<file path="config.mk">
export PLATFORM = sky130hd
export DESIGN_NAME = config_chain_driver
export DESIGN_NICKNAME = d
export VERILOG_FILES = /design/src/rtl/config_chain_driver_pkg.sv /design/src/rtl/cfg_serializer.sv /design/src/rtl/config_chain_driver.sv
export SDC_FILE = /design/constraint.sdc
export NUM_CORES = 1
export LEC_CHECK = 0
export BUFFER_PORTS_ARGS = -buffer_cell sky130_fd_sc_hd__buf_2
export CAP_MARGIN = 0
export CORE_ASPECT_RATIO = 1.75
export CORE_MARGIN = 3
export CORE_UTILIZATION = 25
export DETAILED_ROUTE_END_ITERATION = 10
export PLACE_DENSITY = 0.4
export SYNTH_ARGS = -nofsm -noshare
export SYNTH_HDL_FRONTEND = slang
export SYNTH_HIERARCHICAL = 1
export SYNTH_SLANG_ARGS = --single-unit
</file>
<file path="constraint.sdc">
create_clock -name i_clk -period 2.98 [get_ports i_clk]
set_clock_uncertainty 0.1 [all_clocks]
set_input_delay 0.596 -clock i_clk [delete_from_list [all_inputs] [get_ports i_clk]]
set_output_delay 0.596 -clock i_clk [all_outputs]
set_load 0.01 [all_outputs]
</file>
<file path="src/rtl/config_chain_driver_pkg.sv">
// Shared definitions for the configuration daisy chain: driver FSM encoding
// and the per-block configuration length used by the chained blocks.
package config_chain_driver_pkg;

  localparam int CFG_BITS_PER_BLOCK = 26;

  typedef enum logic [2:0] {
    ST_IDLE,
    ST_ARM,
    ST_SHIFT,
    ST_WAIT_TOK,
    ST_DONE,
    ST_ERROR
  } cfg_state_t;

endpackage

</file>
<file path="src/rtl/cfg_serializer.sv">
// Word-to-bit serializer: MSB-first shift register with a valid/ready word
// load that can refill in place during the final bit of the current word.
module cfg_serializer #(
  parameter int WORD_W = 8
) (
  input  logic              i_clk,
  input  logic              i_reset,
  input  logic              i_clr,
  input  logic              i_en,
  input  logic              i_ld_en,
  input  logic [WORD_W-1:0] i_word_data,
  input  logic              i_word_valid,
  output logic              o_word_ready,
  output logic              o_bit_vld,
  output logic              o_bit
);

  localparam int CNT_W = $clog2(WORD_W + 1);

  logic [WORD_W-1:0] r_sr;
  logic [CNT_W-1:0]  r_cnt;
  logic              w_has;
  logic              w_last;
  logic              w_load;

  assign w_has        = (r_cnt != '0);
  assign w_last       = (r_cnt == CNT_W'(1));
  assign o_bit_vld    = i_en && w_has;
  assign o_bit        = o_bit_vld && r_sr[WORD_W-1];
  // Ready when empty, or when the bit leaving now is the last one held.
  assign o_word_ready = i_ld_en && (!w_has || (w_last && i_en));
  assign w_load       = o_word_ready && i_word_valid;

  always_ff @(posedge i_clk or negedge i_reset) begin
    if (!i_reset) begin
      r_sr  <= '0;
      r_cnt <= '0;
    end else if (w_load) begin
      r_sr  <= i_word_data;
      r_cnt <= CNT_W'(WORD_W);
    end else if (i_clr) begin
      r_sr  <= '0;
      r_cnt <= '0;
    end else if (o_bit_vld) begin
      r_sr  <= r_sr << 1;
      r_cnt <= r_cnt - CNT_W'(1);
    end
  end

endmodule

</file>
<file path="src/rtl/config_chain_driver.sv">
// Drives a programming pass through a daisy chain of configuration blocks:
// streams NUM_BLOCKS*BITS_PER_BLOCK bits, then waits for the returned token.
module config_chain_driver
  import config_chain_driver_pkg::*;
#(
  parameter int BITS_PER_BLOCK = CFG_BITS_PER_BLOCK,
  parameter int NUM_BLOCKS     = 4,
  parameter int WORD_W         = 8,
  parameter int TIMEOUT        = 64
) (
  input  logic              i_clk,
  input  logic              i_reset,
  input  logic              i_start,
  input  logic [WORD_W-1:0] i_word_data,
  input  logic              i_word_valid,
  output logic              o_word_ready,
  output logic              o_prgm_b,
  output logic              o_cb_prgm_b,
  output logic              o_cfg_data,
  input  logic              i_chain_done_in,
  output logic              o_busy,
  output logic              o_done,
  output logic              o_error
);

  localparam int TOTAL_BITS = NUM_BLOCKS * BITS_PER_BLOCK;
  localparam int BCNT_W     = $clog2(TOTAL_BITS + 1);
  localparam int TMO_W      = $clog2(TIMEOUT + 1);
  localparam logic [BCNT_W-1:0] LAST_BIT = BCNT_W'(TOTAL_BITS - 1);
  localparam logic [TMO_W-1:0]  TMO_LAST = TMO_W'(TIMEOUT - 1);

  cfg_state_t        r_state, w_state_nxt;
  logic [BCNT_W-1:0] r_bitcnt;
  logic [TMO_W-1:0]  r_tmo;
  logic              r_done, r_error;
  logic              w_bit_vld, w_bit, w_last_bit, w_ld_en, w_shift_en, w_ser_clr;
  logic              w_busy;

  assign w_shift_en = (r_state == ST_SHIFT);
  assign w_ser_clr  = (r_state != ST_SHIFT);
  assign w_last_bit = w_bit_vld && (r_bitcnt == LAST_BIT);
  // Preload during ARM so the first bit goes out on the first SHIFT cycle;
  // no refill once the final pass bit is leaving or an early token shows up.
  assign w_ld_en    = (r_state == ST_ARM) ||
                      (w_shift_en && !i_chain_done_in && !w_last_bit);

  cfg_serializer #(.WORD_W(WORD_W)) u_ser (
    .i_clk        (i_clk),
    .i_reset      (i_reset),
    .i_clr        (w_ser_clr),
    .i_en         (w_shift_en),
    .i_ld_en      (w_ld_en),
    .i_word_data  (i_word_data),
    .i_word_valid (i_word_valid),
    .o_word_ready (o_word_ready),
    .o_bit_vld    (w_bit_vld),
    .o_bit        (w_bit)
  );

  always_ff @(posedge i_clk or negedge i_reset) begin
    if (!i_reset) r_state <= ST_IDLE;
    else          r_state <= w_state_nxt;
  end

  always_comb begin
    w_state_nxt = r_state;
    w_busy      = 1'b0;
    unique case (r_state)
      ST_IDLE:     if (i_start) w_state_nxt = ST_ARM;
      ST_ARM: begin
        w_busy      = 1'b1;
        w_state_nxt = ST_SHIFT;
      end
      ST_SHIFT: begin
        w_busy = 1'b1;
        if (i_chain_done_in) w_state_nxt = ST_ERROR;
        else if (w_last_bit) w_state_nxt = ST_WAIT_TOK;
      end
      ST_WAIT_TOK: begin
        w_busy = 1'b1;
        if (i_chain_done_in)       w_state_nxt = ST_DONE;
        else if (r_tmo == TMO_LAST) w_state_nxt = ST_ERROR;
      end
      ST_DONE, ST_ERROR: w_state_nxt = ST_IDLE;
      default:           w_state_nxt = ST_IDLE;
    endcase
  end

  always_ff @(posedge i_clk or negedge i_reset) begin
    if (!i_reset) begin
      r_bitcnt <= '0;
      r_tmo    <= '0;
      r_done   <= 1'b0;
      r_error  <= 1'b0;
    end else begin
      if (r_state == ST_ARM) r_bitcnt <= '0;
      else if (w_bit_vld)    r_bitcnt <= r_bitcnt + BCNT_W'(1);

      if (r_state == ST_WAIT_TOK) r_tmo <= r_tmo + TMO_W'(1);
      else                        r_tmo <= '0;

      // Status flags persist through IDLE until the next accepted start.
      if (r_state == ST_IDLE && i_start) begin
        r_done  <= 1'b0;
        r_error <= 1'b0;
      end else begin
        if (r_state == ST_WAIT_TOK && w_state_nxt == ST_DONE) r_done <= 1'b1;
        if (r_state != ST_ERROR && w_state_nxt == ST_ERROR)   r_error <= 1'b1;
      end
    end
  end

  assign o_busy      = w_busy;
  assign o_prgm_b    = !w_busy;
  assign o_cb_prgm_b = w_bit_vld;
  assign o_cfg_data  = w_bit;
  assign o_done      = r_done;
  assign o_error     = r_error;

endmodule

</file>
Word-level counts from Yosys, hierarchy flattened
Index checks and enable logic that the tools add are counted.

storage, ports and cells
  register bits after elaboration = 31
  word-level logic and storage cells = 64

operators by class
  add/subtract/negate cells = 3
  eq/ne operators = 10
  multiplexer cells = 20
  reductions and logical operators = 24

operators with widths
  kind                                                                      number
  8-bit two-way mux                                                         3
  7-bit two-way mux                                                         3
  3-bit two-way mux                                                         5
  7-bit by 1-bit adder with 7-bit output (second input constant)            2
  4-bit two-way mux                                                         3
  3-bit case mux with 4 select lines                                        1
  1-bit logical AND                                                         11
  7-bit by 6-bit equality test with 1-bit output (second input constant)    1
  7-bit equality test (second input constant)                               1
  3-bit by 2-bit equality test with 1-bit output (second input constant)    2
  3-bit equality test (second input constant)                               2
  2-bit nonzero test                                                        3
  1-bit two-way mux                                                         5
  4-bit by 1-bit equality test with 1-bit output (second input constant)    1
  1-bit zero test                                                           4
  4-bit nonzero test                                                        1
  4-bit by 1-bit subtractor with 4-bit output (second input constant)       1
  3-bit by 1-bit equality test with 1-bit output (second input constant)    1
  3-bit zero test                                                           1
  3-bit by 2-bit inequality test with 1-bit output (second input constant)  1
  3-bit inequality test (second input constant)                             1
  3-bit nonzero test                                                        1
  3-bit OR reduction                                                        1
  1-bit logical OR                                                          2

Longest topological paths before layout
  depth after elaboration = 10
  depth in mapped cells = 14
  mapped depth without buffers = 11

Cells and area by module
The synthesis kept the hierarchy.

modules (own cells, without submodules)
  module               instances  cells each  area an instance (µm²)  sequential area each (µm²)
  config_chain_driver  1          89          893.4                   475.5
  cfg_serializer       1          86          840.8                   300.3

Least setup slack after synthesis
No wires, ideal clock.

  path kind = register to register
  start point = register r_state[2]
  end point = register u_ser.r_cnt[3]
  arrival time = 2.977 ns
  path slack = -0.228 ns
  stages on the path, launching flop included = 15
  path buffers = 3
  clock period less this slack = 3.208 ns
  path through = dfrtp_1 > and2b_1 > nand2_1 > inv_1 > clkbuf_1 > and2_4 > buf_4 > nand4_1 > nor4b_2 > nor2_1 > a21o_1 > and4bb_1 > and2_1 > buf_6 > or3b_1

on the way
  elaborated cells between the ends (all ways) = 16
  those cells by class = eq/ne (3); mux (2); reduce/logical (11)

RTL lines
  what                                                RTL line                   source
  from (decl)                                         config_chain_driver.sv:32  cfg_state_t r_state, w_state_nxt;
  from (signal assigned)                              config_chain_driver.sv:62  else r_state <= w_state_nxt;
  3-bit by 2-bit inequality test with 1-bit output *  config_chain_driver.sv:40  assign w_ser_clr = (r_state != ST_SHIFT);
  via w_ser_clr                                       config_chain_driver.sv:36  logic w_bit_vld, w_bit, w_last_bit, w_ld_en, w_shift_en, w_ser_clr;
  4-bit two-way mux                                   cfg_serializer.sv:41       end else if (i_clr) begin
  4-bit two-way mux                                   cfg_serializer.sv:38       end else if (w_load) begin
  to (signal assigned)                                cfg_serializer.sv:40       r_cnt <= CNT_W'(WORD_W);
  to (signal assigned)                                cfg_serializer.sv:46       r_cnt <= r_cnt - CNT_W'(1);
  to (decl)                                           cfg_serializer.sv:21       logic [CNT_W-1:0] r_cnt;

The timed path passes the listed nets; every way through them passes the cells marked *.
A chain may end at the register's enable or synchronous reset.

Worst setup path after layout
  start point = register u_ser.r_cnt[0]
  end point = output port o_word_ready

on the way
  word-level cells in the longest chain between the ends = 7
  elaborated cells between the ends (all ways) = 11
  those cells by class = eq/ne (1); reduce/logical (10)

ends and longest elaborated chain
  what                RTL line                   source
  4-bit nonzero test  cfg_serializer.sv:26       assign w_has = (r_cnt != '0);
  1-bit logical AND   cfg_serializer.sv:28       assign o_bit_vld = i_en && w_has;
  1-bit logical AND   config_chain_driver.sv:41  assign w_last_bit = w_bit_vld && (r_bitcnt == LAST_BIT);
  1-bit zero test     config_chain_driver.sv:45  (w_shift_en && !i_chain_done_in && !w_last_bit);
  1-bit logical AND   config_chain_driver.sv:45
  1-bit logical OR    config_chain_driver.sv:44  assign w_ld_en = (r_state == ST_ARM) ||
  via w_ld_en         config_chain_driver.sv:36
  1-bit logical AND   cfg_serializer.sv:31       assign o_word_ready = i_ld_en && (!w_has || (w_last && i_en));
  to (decl)           config_chain_driver.sv:16  output logic o_word_ready,

The timed path passes the listed nets, and every way through them passes these cells.

==> impl_metrics.toml <==
[sta]
setup_tns_ns = 0
finalSetupViolations = 0
drv_slew = 0
holdWs_ns = 0.2926
rsz0062_at_grt = "yes"
worstMarginPinSlew_ns = 0.7387
clock.fmax_ghz = 0.3467
max_slew_margin_pct = 50.75
fin_ws_ns = 0.09546
finalCriticalPeriod_ns = 2.885
finalHoldViolCount = 0
finalCritPeriodShare_pct = 96.80

[floorplanning]
initial_core_util_pct = 26.13
dieArea_mm2 = 0.008011
coreArea_mm2 = 0.006636
die_w_um = 68.96
chipHeight_um = 116.2
rows = 39
pin_count = 20

[drt]
drc = 0
post_drt_wl_per_cell_um = 14.53
first_iter_violations = 42
dr.pass1.iters = 4
vias = 1469
vias_per_cell = 4.946
antenna_left = 0
routed_wl_um = 4315

[power]
powerDensity_mw_per_mm2 = 850.2
power_leakage_nw = 0.9881
irDropWorstVdd_uv = 307.8
fin_total_pwr_mw = 1.873

[global_routing]
antenna_found_initial = 0
grt_max_degree = 32
grt-ovfl-total = 0
grt_pass1_vias = 1515
grt_pass1_wl_um = 6934
grt_usage_pct = 11.58

[finish]
antenna_cells = 0
fin_area_mm2 = 0.002203
finish.utilization_pct = 33.20
drive_gt1_share_pct = 27.91
syn_to_final_growth_pct = 27.06
nets = 232
finalNonFillerCells = 297

[placement]
preCtsSetupSlack_ns = 0.1013
dp.cells = 277
dpl.hpwl_um = 3066
place.gp.congestion = 0.7426
dpl_cell_area_mm2 = 0.001963
io_buffers = 19

[logic_synthesis]
synth_seq_cells = 31
async_flop_share_pct = 100.0
avgSynthCellArea_um2 = 9.910
syn-cell-area_mm2 = 0.001734
synth_edf_count = 0
yosysWarnings = 6
yosysUniqueCellTypes = 44
yosysSeqAreaShare_pct = 44.73
syn_inst = 175
syn-num-nets = 193
synthFlopType = "dfrtp_1"

[setup_path]
start_kind = "flop"
arrival_ns = 2.19
worstPathRequired_ns = 2.28
r2r_start = "u_ser/r_cnt[0]"
path_class = "reg2out"
worst_setup_path_end_kind = "output port"
r2r_setup_slack_ns = 0.30
reg2reg_depth = 12
r2r_end = "u_ser/r_sr[7]"
crit_path_max_fanout = 4

[flow_run]
cap_violations = 0

[clocking]
clk_pin_slew_ns = 0.05
htreeDepth = 2
cts_tree = "built"
cts.path.max_buffers = 2
cts.sinks = 31
clock_latency_ns = 0.27
root_buffer = "clkbuf_16"
numCtsBuffers = 5

[status]
status = "finished, final reports clean"

[min_path]
hold_path_class = "in2async"
what timing repair did:
| action | CTS | global route |
|---|---|---|
| setup buffers | 3 | 9 |
| pin swaps | 1 | 6 |
| resized for setup | 0 | 4 |
| hold endpoints to repair | 0 | 0 |
| hold buffers | 0 | 0 |
| setup endpoints to repair | 1 | 1 |
synth_stat cells (all sizes together), types with 2 or more instances:
cell / n / area share [%]
or3b: 2 / 1.2
nand4bb: 7 / 4.5
nor3: 2 / 0.87
nand2b: 9 / 3.2
buf: 4 / 1.7
and3: 4 / 1.4
or3: 3 / 1.1
o21ai: 6 / 1.7
nor2: 17 / 3.7
xnor2: 3 / 1.5
a21o: 3 / 1.3
nor4b: 2 / 1.4
a21oi: 8 / 2.5
dfrtp: 31 / 45
and2: 2 / 0.87
o41ai: 2 / 1.4
o211ai: 7 / 3.0
nand2: 15 / 3.2
a21boi: 2 / 0.87
inv: 9 / 1.9
nand4: 3 / 1.1
xor2: 5 / 2.5
ha: 5 / 3.6
clkbuf: 3 / 0.65
a22o: 7 / 3.5
nand3: 6 / 1.7
flip-flops by register name, summed over array words and instances (netlist names):
name,cells
u_ser/r_sr,8
r_bitcnt,7
r_tmo,7
u_ser/r_cnt,4
r_state,3
o_done,1
o_error,1
how the worst max path moves through the flow:
stage	to	slack [ns]	cells past startpoint	start
6_report	o_word_ready	0.1	10	u_ser/r_cnt[0]
5_1_grt	o_word_ready	-0.06	10	r_state[2]
4_1_cts	o_word_ready	0.02	10	u_ser/r_cnt[0]
3_5_place_dp	u_ser/r_sr[7]	0.10	12	u_ser/r_cnt[0]
3_3_place_gp	u_ser/r_cnt[3]	0.20	11	u_ser/r_cnt[0]
2_1_floorplan	u_ser/r_cnt[3]	0.01	14	r_state[2]
cell usage in the layout, fill, tap and decap left out, types with 4 or more instances in the layout:
cell / instances
a21oi_1: 7
a22o_1: 7
and3_1: 4
buf_2: 19
buf_4: 20
clkbuf_16: 5
dfrtp_1: 31
ha_1: 4
inv_1: 5
nand2_1: 14
nand2b_1: 9
nand3_1: 6
nand4bb_1: 7
nor2_1: 17
o211ai_1: 7
o21ai_0: 5
xor2_1: 5
worst max-delay path, cell delays in order, from the launching register on:
cell and delay (ns):
dfrtp_1 0.36, inv_2 0.07, ha_4 0.16, or3b_4 0.23, and2_4 0.13, nand4_1 0.11, nor4b_2 0.32, nor2_1 0.09
a21o_1 0.17, and3_1 0.15, buf_2 0.14
area by class of cell:
| type | instances | area (µm²) |
|---|---|---|
| flip-flops and latches | 31 | 775.7 |
| multi-input cells | 128 | 905.9 |
| fillers | 737 | 4433 |
| clock buffers | 7 | 132.6 |
| inverters | 9 | 36.28 |
| well taps | 82 | 102.6 |
| repair buffers | 39 | 245.2 |
| clock inverters | 1 | 5.005 |
routing by layer:
layer / up-vias / GRT usage, % / routed length (µm)
li1: 705 / - / -
met1: 725 / 12.39 / 1668
met2: 33 / 21.43 / 2395
met3: 6 / 2.984 / 185
met4: 0 / 3.516 / 65
met5: - / 0 / 0
kinds of logic after synthesis:
family,after synthesis,share of synthesized area (%)
flops,31,44.73
fa+ha+maj,5,3.608
simple gates,75,26.19
mux,1,0.5772
compound gates,39,16.59
buf+inv,16,4.257
xor+xnor,8,4.041
power breakdown:
group	internal, mW	total [mW]	switching (mW)
sequential	0.509	0.584	0.0746
combinational	0.369	0.811	0.442
clock	0.308	0.479	0.171
total	1.19	1.87	0.687
Power figures use the tool's default switching activity.
